File: config.mk
export PLATFORM = sky130hd
export DESIGN_NAME = game_timer
export DESIGN_NICKNAME = d
export VERILOG_FILES = /design/src/rtl/game_pkg.sv /design/src/rtl/game_timer.sv
export SDC_FILE = /design/constraint.sdc
export NUM_CORES = 1
export LEC_CHECK = 0
export ABC_AREA = 0
export ABC_CLOCK_PERIOD_IN_PS = 4100
export CORE_MARGIN = 5
export CORE_UTILIZATION = 44
export DETAILED_ROUTE_END_ITERATION = 12
export GPL_TIMING_DRIVEN = 1
export MAX_ROUTING_LAYER = met4
export PLACE_DENSITY = 0.83
export SYNTH_ARGS = -nofsm -noshare
export SYNTH_HDL_FRONTEND = slang
export SYNTH_SLANG_ARGS = --single-unit
File: constraint.sdc
create_clock -name clk_4_i -period 4.1 [get_ports clk_4_i]
set_clock_uncertainty 0.15 [all_clocks]
set_input_delay 0.41 -clock clk_4_i [delete_from_list [all_inputs] [get_ports clk_4_i]]
set_output_delay 0.41 -clock clk_4_i [all_outputs]
set_load 0.01 [all_outputs]
File: src/rtl/game_pkg.sv
// ============================================================================
//  Module : game_pkg
//  Brief  : Shared FSM state encoding for the game timer.
//  Rev    : 1.0  initial release
// ============================================================================
`default_nettype none

package game_pkg;

    typedef enum logic [1:0] {
        ST_IDLE = 2'b00,
        ST_RUN  = 2'b01,
        ST_HOLD = 2'b10,
        ST_DONE = 2'b11
    } state_e;

endpackage : game_pkg

`default_nettype wire

File: src/rtl/game_timer.sv
// ============================================================================
//  Module : game_timer
//  Brief  : Up/down game tick counter with stop-on-target scoring.
//  Rev    : 1.0  initial release
// ============================================================================
`default_nettype none

module game_timer
    import game_pkg::*;
#(
    parameter int WIDTH     = 5,
    parameter int RESET_VAL = 2**WIDTH - 1,
    parameter bit WRAP      = 1'b1
) (
    input  logic             clk_4_i,
    input  logic             rst_ni,
    input  logic             en_i,
    input  logic             start_i,
    input  logic             stop_i,
    input  logic             dir_i,
    input  logic [WIDTH-1:0] load_val_i,
    input  logic [WIDTH-1:0] target_i,
    output logic [WIDTH-1:0] count_o,
    output logic [1:0]       state_o,
    output logic             tc_o,
    output logic             hit_o
);

    localparam logic [WIDTH-1:0] c_max_val   = '1;
    localparam logic [WIDTH-1:0] c_reset_val = WIDTH'(RESET_VAL);

    state_e           r_state;
    logic [WIDTH-1:0] r_count;
    logic             r_tc;
    logic             r_hit;

    state_e           w_next_state;
    logic [WIDTH-1:0] w_next_count;
    logic             w_next_tc;
    logic             w_next_hit;
    logic             w_at_term;
    logic [WIDTH-1:0] w_step_val;

    always_ff @(posedge clk_4_i) begin
        if (!rst_ni) begin
            r_state <= ST_IDLE;
            r_count <= c_reset_val;
            r_tc    <= 1'b0;
            r_hit   <= 1'b0;
        end else begin
            r_state <= w_next_state;
            r_count <= w_next_count;
            r_tc    <= w_next_tc;
            r_hit   <= w_next_hit;
        end
    end

    always_comb begin
        w_next_state = r_state;
        w_next_count = r_count;
        w_next_tc    = 1'b0;
        w_next_hit   = r_hit;
        w_at_term    = dir_i ? (r_count == c_max_val) : (r_count == '0);
        w_step_val   = dir_i ? (r_count + WIDTH'(1)) : (r_count - WIDTH'(1));

        case (r_state)
            ST_RUN: begin
                // Stop has priority over both start and a pending step.
                if (stop_i) begin
                    w_next_state = ST_HOLD;
                    w_next_hit   = (r_count == target_i);
                end else if (en_i) begin
                    if (w_at_term) begin
                        w_next_tc = 1'b1;
                        if (WRAP) begin
                            w_next_count = w_step_val;
                        end else begin
                            w_next_state = ST_DONE;
                        end
                    end else begin
                        w_next_count = w_step_val;
                    end
                end
            end
            default: begin
                if (start_i) begin
                    w_next_state = ST_RUN;
                    w_next_count = load_val_i;
                    w_next_hit   = 1'b0;
                end
            end
        endcase
    end

    assign count_o = r_count;
    assign state_o = r_state;
    assign tc_o    = r_tc;
    assign hit_o   = r_hit;

endmodule : game_timer

`default_nettype wire

Yosys cells after proc, flatten, opt, wreduce, memory -nomap -nowiden
Index checks and enable logic that the tools add are counted.
- register bits after elaboration: 9
- bits in latches: 0
- memory bits (writable): 0
- memory bits (read-only): 0
- bits of input ports: 16
- output and inout bits: 9
- word-level logic and storage cells: 33
- memories kept: 0
- add/subtract/negate cells: 2
- multipliers: 0
- divide/modulo/power cells: 0
- $lt $le $gt $ge: 0
- equality and inequality tests: 6
- shift operators: 0
- mux-type cells: 13
- bitwise logic cells: 3
- reductions and logical operators: 5
- operators with widths (operator ; number):
    5-bit two-way mux ; 5
    2-bit two-way mux ; 3
    2-bit != test, second input constant ; 3
    5-bit by 1-bit adder with 5-bit output, second input constant ; 1
    5-bit == test ; 1
    5-bit == test, second input constant ; 1
    5-bit logical NOT ; 1
    1-bit two-way mux ; 5
    5-bit by 1-bit subtractor with 5-bit output, second input constant ; 1
    4-bit OR reduction ; 1
    1-bit NOT ; 3
    3-bit AND reduction ; 1
    2-bit by 1-bit == test with 1-bit output, second input constant ; 1
    2-bit AND reduction ; 1
    2-bit nonzero test ; 1

Logic depth before layout (Yosys ltp)
Gate-level depths: netlist (run 1).
- depth after elaboration: 5
- gate-level depth with buffers: 6
- gate-level depth less buffers: 6

Worst setup path before layout (run 1)
OpenSTA, ideal clock, no wires.
- path type: reg2reg
- from: register r_count[0] (netlist: count_o[0])
- to: register r_count[4] (netlist: count_o[4])
- library setup time: 0.122 ns
- arrival time: 1.599 ns
- data required time: 3.828 ns
- setup slack: 2.229 ns
- stages on the path, launching flop included: 7
- path buffers: 0
- period minus slack after synthesis: 1.871 ns
- cell sequence: dfxtp_1 > inv_1 > fa_1 > nand2b_1 > a21oi_1 > xnor2_1 > a221o_1
- cells in the longest elaborated chain, start to end: 5
- elaborated cells on any way between the ends: 6
- those cells by class: add/sub (2); mux (4)
- ends and longest elaborated chain (what ; RTL line ; text):
    start, declared ; game_timer.sv:33 ; logic [WIDTH-1:0] r_count;
    start signal, assigned ; game_timer.sv:47 ; r_count <= c_reset_val;
    start signal, assigned ; game_timer.sv:52 ; r_count <= w_next_count;
    5-bit by 1-bit subtractor with 5-bit output / 5-bit by 1-bit adder with 5-bit output (equally long branches) ; game_timer.sv:64 ; w_step_val = dir_i ? (r_count + WIDTH'(1)) : (r_count - WIDTH'(1));
    5-bit two-way mux (*) ; game_timer.sv:64 ;
    5-bit two-way mux (*) ; game_timer.sv:72 ; end else if (en_i) begin
    5-bit two-way mux (*) ; game_timer.sv:69 ; if (stop_i) begin
    5-bit two-way mux (*) ; game_timer.sv:66 ; case (r_state)
Mark *: on every way between the ends. The rest lies on a longest branch, timed or not. The select of a mux whose other input is x is not followed.
A chain may end at the register's enable or synchronous reset.

Worst setup path after layout (run 1)
- from: input dir_i
- to: register r_count[3] (netlist: count_o[3])
- cells in the longest elaborated chain, start to end: 4
- ends and longest elaborated chain (what ; RTL line ; text):
    start, declared ; game_timer.sv:20 ; input logic dir_i,
    5-bit two-way mux ; game_timer.sv:64 ;
    5-bit two-way mux ; game_timer.sv:72 ;
    5-bit two-way mux ; game_timer.sv:69 ;
    5-bit two-way mux ; game_timer.sv:66 ;
No other way between the ends. The select of a mux whose other input is x is not followed.

==> impl_metrics.ini, run 1 <==
[run_status]
outcome = completed

[finish]
layout.core_utilization = 0.685
finish.net_count = 114
area_growth_syn_to_layout_pct = 48.0
antenna_cells = 0
ff_latch_area_um2 = 180
area_of_the_multi_input_gates_um2 = 399
final_cells = 108
drive_gt1_frac = 0.0753
fillerInstances = 110

[place]
gpl.final_weighted_congestion = 0.778
place_inst = 104
port-buffer-count = 24
post-dp-hpwl_um = 1330

[synthesis]
post_synth_num_cell_types = 32
synth.yosys.seq_area_share = 0.303
net_count_after_synthesis = 85
post_syn_area_um2 = 594
ys_ff_latch = 9
syn-instance-count = 65
ys.warnings.count = 0
syn_avg_cell_area_um2 = 9.14

[worst_hold_path]
hold_class = reg2reg

[cts]
h-tree-depth = 1
tritoncts_buffer_count = 3
clkTransAtPathRegs_ns = 0.07
clockBufferDepth = 2
postCtsSetupRepairBufs = 0
postCtsResizedCells = 0
clockRootBuffer = sky130_fd_sc_hd__clkbuf_4
cts_tree = done
cts_hold_buffers = 0
cts_num_sinks = 9
clock_latency_ns = 0.27

[die]
placement_rows = 13
initial_utilization = 0.463
fp.coreArea_um2 = 1280
dieHeight_um = 46.8
ios = 25
die_area_um2 = 2190
die_outline_width_um = 46.8

[critical_path]
cp_max_fo = 5
cp.arrival_ns = 2.19
crit_slowest_cell = sky130_fd_sc_hd__clkdlybuf4s50_1
path_cells = clkdlybuf4s50_1, inv_1, ha_1, a21o_1, a21oi_1, xnor2_1, a221o_1
critical-path-max-stage-delay_ns = 0.62
worst_setup_path_start_kind = input pin
cp_data_required_time_ns = 4.10
worst_path_class_setup = in2reg
crit_path_end_kind = flop

[pwr]
cellLeakagePower_nw = 0.352
peakVddDrop_mv = 0.169
power.share.switching = 0.318
sequential_power_share = 0.386
internal_power_uw = 184
p_sw_uw = 86.1
pwr_cell_area_nw_per_um2 = 307
clockPowerShare = 0.270
pwr-share-comb = 0.344

[detailed_routing]
drt_pass1_iterations = 6
avgViaCountPerCell = 5.52
vias = 596
detail_routed_net_length_per_standard_cell_um = 15.3
route.detailed.drc = 0
first_iter_violations = 10
drt-total-wl_um = 1650
postRouteAntennaNets = 0

[grt]
grt_first_pass_wirelength_um = 2440
grt_use_total = 0.164
first_global_vias = 572
globalRouteOverflowTotal = 0
grt_max_degree = 10
antenna_found_initial = 0

[job]
max_cap_violations = 0

[timing]
period_share = 0.534
setup_repair_after_global_routing_missed_its_margin = no
pins_over_slew_limit = 0
max_slew.worst_pin.slew_ns = 0.316
hold_viol = 0
final.min_clock_period_ns = 2.19
setup_tns_ns = 0
finalSetupViolCount = 0
timing.max_slew.rel_slack = 0.789
fmax_mhz = 457
## cell usage after synthesis
master,count,area [um^2]
sky130_fd_sc_hd__dfxtp_1,9,180
sky130_fd_sc_hd__a21oi_1,5,25.0
sky130_fd_sc_hd__xnor2_1,5,43.8
sky130_fd_sc_hd__inv_1,4,15.0
sky130_fd_sc_hd__nor2_1,4,15.0
sky130_fd_sc_hd__xor2_1,4,35.0
sky130_fd_sc_hd__ha_1,3,37.5
sky130_fd_sc_hd__o21ai_0,3,15.0
sky130_fd_sc_hd__a221o_1,2,20.0
sky130_fd_sc_hd__nand2_1,2,7.51
sky130_fd_sc_hd__nand2b_1,2,12.5
sky130_fd_sc_hd__or4_1,2,15.0
sky130_fd_sc_hd__a211oi_1,1,7.51
sky130_fd_sc_hd__a21bo_2,1,10.0
sky130_fd_sc_hd__a21boi_0,1,7.51
sky130_fd_sc_hd__a21boi_1,1,7.51
sky130_fd_sc_hd__a21o_1,1,7.51
sky130_fd_sc_hd__a21oi_2,1,8.76
sky130_fd_sc_hd__and2_1,1,6.26
sky130_fd_sc_hd__and2b_2,1,8.76
sky130_fd_sc_hd__and4bb_4,1,16.3
sky130_fd_sc_hd__fa_1,1,20.0
sky130_fd_sc_hd__nand3_1,1,5.00
sky130_fd_sc_hd__nand3b_1,1,7.51
sky130_fd_sc_hd__nand4_1,1,6.26
sky130_fd_sc_hd__nor3_1,1,5.00
sky130_fd_sc_hd__o2111a_1,1,11.3
sky130_fd_sc_hd__o211ai_1,1,7.51
sky130_fd_sc_hd__o221ai_1,1,8.76
sky130_fd_sc_hd__o22ai_1,1,6.26
sky130_fd_sc_hd__o31ai_1,1,7.51
sky130_fd_sc_hd__or2b_1,1,7.51
## final timing paths
check	from	endpoint	slack, ns	cells after the start
worst max-delay path	dir_i	count_o[3]	1.91	7
worst min-delay path	hit_o	hit_o	0.34	2
worst max register to register	count_o[0]	count_o[4]	2.08	6
worst min register to register	hit_o	hit_o	0.34	2
## critical path, delay by kind of cell
family	cells	cell delay (ns)
XOR/XNOR	1	0.09
AO/OA/AOI/OAI	3	0.63
buffers and inverters	2	0.76
adder cells (fa/ha/maj)	1	0.31
## sequential cells by signal, indices dropped and copies added (netlist names)
signal / cells
tc_o: 1
state_o: 2
count_o: 5
hit_o: 1
## power by group through the flow
stage	sequential [mW]	clock [mW]	combinational, mW
final	0.104	0.0731	0.0930
after global routing	0.105	0.0774	0.102
after CTS	0.104	0.0722	0.0934
after detailed placement	0.106	0	0.0929
after global placement	0.106	0	0.0884
after floorplan	0.107	0	0.0491
## cell type report
| cell class | count | share of cell area |
|---|---|---|
| inverters | 4 | 0.0171 |
| clock buffers | 4 | 0.0299 |
| multi-input cells | 52 | 0.454 |
| repair buffers | 24 | 0.273 |
| flip-flops and latches | 9 | 0.205 |
| well taps | 15 | 0.0213 |
## per-stage QoR
step | power [mW] | area, um^2 | setup slack [ns] | hold WS [ns]
global route | 0.285 | 880 | 1.83 | 0.379
global placement | 0.194 | 853 | 1.71 | 0.315
detailed placement | 0.199 | 853 | 1.63 | 0.336
floorplan | 0.156 | 594 | 2.23 | 0.336
CTS | 0.270 | 880 | 1.91 | 0.346
finish | 0.270 | 880 | 1.91 | 0.339
## kinds of logic after synthesis
logic type / synth area share
compound gates: 0.253
simple gates: 0.189
xor+xnor: 0.133
flops: 0.303
buf+inv: 0.0253
fa+ha+maj: 0.0969
## layer usage
metal	track usage	vias to the layer above	wire length, um
met3	0.0307	0	130
met2	0.302	22	843
met5	-	-	0
met1	0.175	276	679
met4	0.0497	0	0
li1	-	298	-
## cells in the final DEF (no fill, tap or decap)
master / instances
sky130_fd_sc_hd__nand2b_1: 2
sky130_fd_sc_hd__o221ai_1: 1
sky130_fd_sc_hd__o31ai_1: 1
sky130_fd_sc_hd__nand3_1: 1
sky130_fd_sc_hd__a21oi_2: 1
sky130_fd_sc_hd__a21boi_0: 1
sky130_fd_sc_hd__nand4_1: 1
sky130_fd_sc_hd__and2_1: 1
sky130_fd_sc_hd__ha_1: 3
sky130_fd_sc_hd__nor3_1: 1
sky130_fd_sc_hd__clkbuf_4: 3
sky130_fd_sc_hd__inv_1: 4
sky130_fd_sc_hd__nand2_1: 2
sky130_fd_sc_hd__o21ai_0: 3
sky130_fd_sc_hd__o211ai_1: 1
sky130_fd_sc_hd__and4bb_4: 1
sky130_fd_sc_hd__o2111a_1: 1
sky130_fd_sc_hd__a21o_1: 1
sky130_fd_sc_hd__a221o_1: 2
sky130_fd_sc_hd__nand3b_1: 1
sky130_fd_sc_hd__and2b_2: 1
sky130_fd_sc_hd__xor2_1: 4
sky130_fd_sc_hd__dfxtp_1: 9
sky130_fd_sc_hd__o22ai_1: 1
sky130_fd_sc_hd__a211oi_1: 1
sky130_fd_sc_hd__clkdlybuf4s50_1: 24
sky130_fd_sc_hd__a21bo_2: 1
sky130_fd_sc_hd__nor2_1: 4
sky130_fd_sc_hd__or4_1: 2
sky130_fd_sc_hd__xnor2_1: 5
sky130_fd_sc_hd__a21boi_1: 1
sky130_fd_sc_hd__fa_1: 1
sky130_fd_sc_hd__or2b_1: 1
sky130_fd_sc_hd__a21oi_1: 5
sky130_fd_sc_hd__clkbuf_1: 1
No activity file was read; power rests on OpenSTA's default activity.
==> run 2, diff against run 1 <==
--- a/config.mk
+++ b/config.mk
@@ -6,13 +6,13 @@
 export NUM_CORES = 1
 export LEC_CHECK = 0
 export ABC_AREA = 0
-export ABC_CLOCK_PERIOD_IN_PS = 4100
+export ABC_CLOCK_PERIOD_IN_PS = 1800
 export CORE_MARGIN = 5
-export CORE_UTILIZATION = 44
+export CORE_UTILIZATION = 36
 export DETAILED_ROUTE_END_ITERATION = 12
 export GPL_TIMING_DRIVEN = 1
 export MAX_ROUTING_LAYER = met4
-export PLACE_DENSITY = 0.83
+export PLACE_DENSITY = 0.73
 export SYNTH_ARGS = -nofsm -noshare
 export SYNTH_HDL_FRONTEND = slang
 export SYNTH_SLANG_ARGS = --single-unit
==> constraint.sdc (replaced) <==
create_clock -name clk_4_i -period 1.8 [get_ports clk_4_i]
set_clock_uncertainty 0.15 [all_clocks]
set_input_delay 0.18 -clock clk_4_i [delete_from_list [all_inputs] [get_ports clk_4_i]]
set_output_delay 0.18 -clock clk_4_i [all_outputs]
set_load 0.01 [all_outputs]
==> impl_metrics.ini, run 2 (synthesized netlist as in run 1, its figures left out) <==
[cts]
clkTransAtPathRegs_ns = 0.07
clockBufferDepth = 2
clockRootBuffer = sky130_fd_sc_hd__clkbuf_4
postCtsSetupRepairBufs = 0
tritoncts_buffer_count = 3
h-tree-depth = 1
clock_latency_ns = 0.26
cts_hold_buffers = 0
cts_tree = done
cts_num_sinks = 9

[timing]
hold_viol = 0
finalSetupViolCount = 0
period_share = 0.962
timing.max_slew.rel_slack = 0.813
setup_repair_after_global_routing_missed_its_margin = no
pins_over_slew_limit = 0
worst_hold_slack_ns = 0.329
final.min_clock_period_ns = 1.73
fmax_mhz = 578
max_slew.worst_pin.slew_ns = 0.281
setup_tns_ns = 0
setup_slack_ns = 0.0686

[grt]
first_global_vias = 636
grt_use_total = 0.144
globalRouteOverflowTotal = 0
grt_first_pass_wirelength_um = 2780
antenna_found_initial = 0
grt_max_degree = 8

[pwr]
clockPowerShare = 0.249
p_sw_uw = 195
pwr_cell_area_nw_per_um2 = 668
report.power.total_uw = 639
pwr-share-comb = 0.385
cellLeakagePower_nw = 0.395
internal_power_uw = 443
peakVddDrop_mv = 0.314
power.share.switching = 0.306
sequential_power_share = 0.366

[detailed_routing]
vias = 641
drt_pass1_iterations = 4
route.detailed.drc = 0
detail_routed_net_length_per_standard_cell_um = 14.2
drt-total-wl_um = 1680
postRouteAntennaNets = 0
first_iter_violations = 10
avgViaCountPerCell = 5.43

[finish]
top_library_cells_by_usage_in_the_layout_fill_and_taps_aside = 23 x sky130_fd_sc_hd__clkdlybuf4s50_1, 9 x sky130_fd_sc_hd__buf_4, 7 x sky130_fd_sc_hd__dfxtp_1, 5 x sky130_fd_sc_hd__xnor2_1
finish.net_count = 123
area_growth_syn_to_layout_pct = 60.8
largest_register_ffs = 5
finished_layout_cell_area_um2 = 956
antenna_cells = 0
fillerInstances = 150
layout.core_utilization = 0.620
mostFrequentLayoutCell = sky130_fd_sc_hd__clkdlybuf4s50_1
drive_gt1_frac = 0.196
final_cells = 118

[die]
placement_rows = 14
ios = 25
dieHeight_um = 50.6
die_area_um2 = 2560
fp.coreArea_um2 = 1540
initial_utilization = 0.386
die_outline_width_um = 50.6

[critical_path]
worst-r2r-setup-slack_ns = 0.07
cp_max_fo = 3
crit_path_end_kind = flop
worst_setup_path_start_kind = flop
cp.arrival_ns = 1.72
worst_path_class_setup = reg2reg
cp_data_required_time_ns = 1.79

[place]
gpl.final_weighted_congestion = 0.779
pre_cts_ws_ns = -0.334
port-buffer-count = 24
dpl_cell_area_um2 = 925
post-dp-hpwl_um = 1370
place_inst = 114

[worst_hold_path]
hold_class = reg2reg

[job]
max_cap_violations = 0

[run_status]
outcome = completed
==> run 2: changes by cell type in the layout (fill, tap and decap cells not counted), sizes merged <==
cell / before / now
buf: 0 / 9
dlygate4sd2: 0 / 1
clkdlybuf4s50: 24 / 23
==> run 2: repair_timing <==
action / in CTS / in global routing
gates cloned: 0 / 0
resized for setup: 1 / 2
setup endpoints to repair: 2 / 2
pin swaps: 0 / 0
==> run 2: area by class of cell <==
type | count | area (um^2) | share of cell area
Clock buffer | 4 | 26.3 | 0.0275
Multi-Input combinational cell | 52 | 405 | 0.424
Inverter | 4 | 15.0 | 0.0157
Timing Repair Buffer | 33 | 307 | 0.321
Tap cell | 16 | 20.0 | 0.0209
Sequential cell | 9 | 183 | 0.191
==> run 2: worst paths after layout <==
| path | endpoint | start | cells after the start |
|---|---|---|---|
| setup / recovery | count_o[4] | count_o[0] | 6 |
| hold / removal | hit_o | hit_o | 2 |
| setup reg to reg | count_o[4] | count_o[0] | 6 |
| hold reg to reg | hit_o | hit_o | 2 |
==> run 2: critical path, stage by stage (launching register included) <==
cell                       delay [ns]
sky130_fd_sc_hd__dfxtp_2         0.33
sky130_fd_sc_hd__inv_1           0.08
sky130_fd_sc_hd__fa_2            0.37
sky130_fd_sc_hd__nand2b_1        0.15
sky130_fd_sc_hd__a21oi_1         0.16
sky130_fd_sc_hd__xnor2_1         0.09
sky130_fd_sc_hd__a221o_1         0.29
==> run 2: power groups by stage <==
stage,registers [mW],logic [mW],clock network (mW)
floorplan,0.245,0.112,0
global placement,0.238,0.235,0
detailed placement,0.238,0.242,0
CTS,0.234,0.243,0.164
global route,0.237,0.268,0.181
finish,0.234,0.246,0.159
==> run 2: per-layer routing <==
metal / routed length [um] / vias up / GRT usage
li1: - / 314 / -
met1: 768 / 304 / 0.175
met2: 792 / 21 / 0.225
met3: 104 / 2 / 0.0385
met4: 9 / 0 / 0.0511
met5: 0 / - / -
==> run 3, diff against run 2 <==
--- a/config.mk
+++ b/config.mk
@@ -7,12 +7,14 @@
 export LEC_CHECK = 0
 export ABC_AREA = 0
 export ABC_CLOCK_PERIOD_IN_PS = 1800
+export CAP_MARGIN = 15
 export CORE_MARGIN = 5
 export CORE_UTILIZATION = 36
 export DETAILED_ROUTE_END_ITERATION = 12
 export GPL_TIMING_DRIVEN = 1
 export MAX_ROUTING_LAYER = met4
 export PLACE_DENSITY = 0.73
+export RECOVER_POWER = 50
 export SYNTH_ARGS = -nofsm -noshare
 export SYNTH_HDL_FRONTEND = slang
 export SYNTH_SLANG_ARGS = --single-unit
==> impl_metrics.ini, run 3 (synthesized netlist as in run 1, its figures left out) <==
[die]
ios = 25
dieHeight_um = 50.6
placement_rows = 14
die_outline_width_um = 50.6
fp.coreArea_um2 = 1540
initial_utilization = 0.386
die_area_um2 = 2560

[grt]
globalRouteOverflowTotal = 0
met1_usage = 0.175
grt_first_pass_wirelength_um = 2780
gr-max-usage-layer = met2
first_global_vias = 636
grt_util_met3 = 0.0385
use_met2 = 0.225
grt_max_degree = 8
grt_use_total = 0.144
antenna_found_initial = 0

[timing]
worst_hold_slack_ns = 0.325
hold_viol = 0
finalSetupViolCount = 0
timing.max_slew.rel_slack = 0.819
setup_repair_after_global_routing_missed_its_margin = no
fmax_mhz = 576
period_share = 0.964
final.min_clock_period_ns = 1.73
pins_over_slew_limit = 0
max_slew.worst_pin.slew_ns = 0.271

[finish]
largest_register_ffs = 5
drive_gt1_frac = 0.186
finish.net_count = 123
area_growth_syn_to_layout_pct = 60.2
mostFrequentLayoutCell = sky130_fd_sc_hd__clkdlybuf4s50_1
top_library_cells_by_usage_in_the_layout_fill_and_taps_aside = 17 x sky130_fd_sc_hd__clkdlybuf4s50_1, 9 x sky130_fd_sc_hd__buf_4, 7 x sky130_fd_sc_hd__dfxtp_1, 6 x sky130_fd_sc_hd__dlygate4sd3_1
fillerInstances = 149
antenna_cells = 0
layout.core_utilization = 0.618

[cts]
clkTransAtPathRegs_ns = 0.07
postCtsSetupRepairBufs = 0
tritoncts_buffer_count = 3
postCtsResizedCells = 1
cts_num_sinks = 9
cts_hold_buffers = 0
clockRootBuffer = sky130_fd_sc_hd__clkbuf_4
clock_latency_ns = 0.26
cts_tree = done
clockBufferDepth = 2
h-tree-depth = 1

[pwr]
cellLeakagePower_nw = 0.405
pwr_cell_area_nw_per_um2 = 665
peakVddDrop_mv = 0.308

[detailed_routing]
route.detailed.drc = 0
drt_pass1_iterations = 4
first_iter_violations = 10
postRouteAntennaNets = 0
detail_routed_net_length_per_standard_cell_um = 14.1
avgViaCountPerCell = 5.43
vias = 641
drt-total-wl_um = 1660

[critical_path]
cp-startpoint = count_o[0]
cp_data_required_time_ns = 1.79
cp.arrival_ns = 1.73
worst_setup_path_start_kind = flop
r2r_path_end = count_o[4]
worst-r2r-setup-slack_ns = 0.07
crit_path_end_kind = flop
cp-endpoint = count_o[4]
worstReg2RegStart = count_o[0]
cp_max_fo = 3
reg2regPathDepth = 6
worst_path_class_setup = reg2reg

[place]
gpl.final_weighted_congestion = 0.779
post-dp-hpwl_um = 1370
port-buffer-count = 24

[job]
max_cap_violations = 0

[worst_hold_path]
hold_class = reg2reg

[run_status]
outcome = completed
-- run 3: power breakdown --
group | internal (mW) | total [mW] | switching, mW
clock | 0.0854 | 0.157 | 0.0718
combinational | 0.140 | 0.242 | 0.102
sequential | 0.215 | 0.234 | 0.0187
total | 0.440 | 0.633 | 0.193
-- run 3: per-stage QoR --
| stage | cell area [um^2] | instances | setup TNS [ns] | power [mW] | setup slack, ns |
|---|---|---|---|---|---|
| floorplan | 597 | 65 | 0 | 0.357 | 0.0150 |
| global placement | 925 | 114 | -0.665 | 0.472 | -0.290 |
| detailed placement | 925 | 114 | -0.846 | 0.480 | -0.334 |
| CTS | 950 | 118 | 0 | 0.641 | 0.0114 |
| global route | 952 | 118 | 0 | 0.682 | 0.0120 |
| finish | 952 | 118 | 0 | 0.633 | 0.0653 |
-- run 3: worst min-delay path by stage --
| stage | cells past startpoint | start | slack [ns] | endpoint |
|---|---|---|---|---|
| 4_1_cts | 2 | hit_o | 0.33 | hit_o |
| 3_3_place_gp | 2 | hit_o | 0.31 | hit_o |
| 2_1_floorplan | 1 | rst_ni | 0.11 | count_o[1] |
| 3_5_place_dp | 2 | hit_o | 0.32 | hit_o |
| 6_report | 2 | hit_o | 0.33 | hit_o |
| 5_1_grt | 2 | hit_o | 0.36 | hit_o |
-- run 3: layout make-up --
cell class	count	area (um^2)	area share
Timing Repair Buffer	33	307	0.322
Tap cell	16	20.0	0.0210
Inverter	4	15.0	0.0158
Clock buffer	4	26.3	0.0276
Multi-Input combinational cell	52	402	0.422
Sequential cell	9	183	0.192
-- run 3: critical path, stage by stage (launching register included) --
cell                       delay, ns
sky130_fd_sc_hd__dfxtp_2        0.33
sky130_fd_sc_hd__inv_1          0.08
sky130_fd_sc_hd__fa_2           0.37
sky130_fd_sc_hd__nand2b_1       0.15
sky130_fd_sc_hd__a21oi_1        0.16
sky130_fd_sc_hd__xnor2_1        0.09
sky130_fd_sc_hd__a221o_1        0.29
-- run 3: layer usage --
layer,vias to the layer above,wire [um]
met5,-,0
met4,0,9
met3,2,104
met2,21,789
met1,303,759
li1,315,-
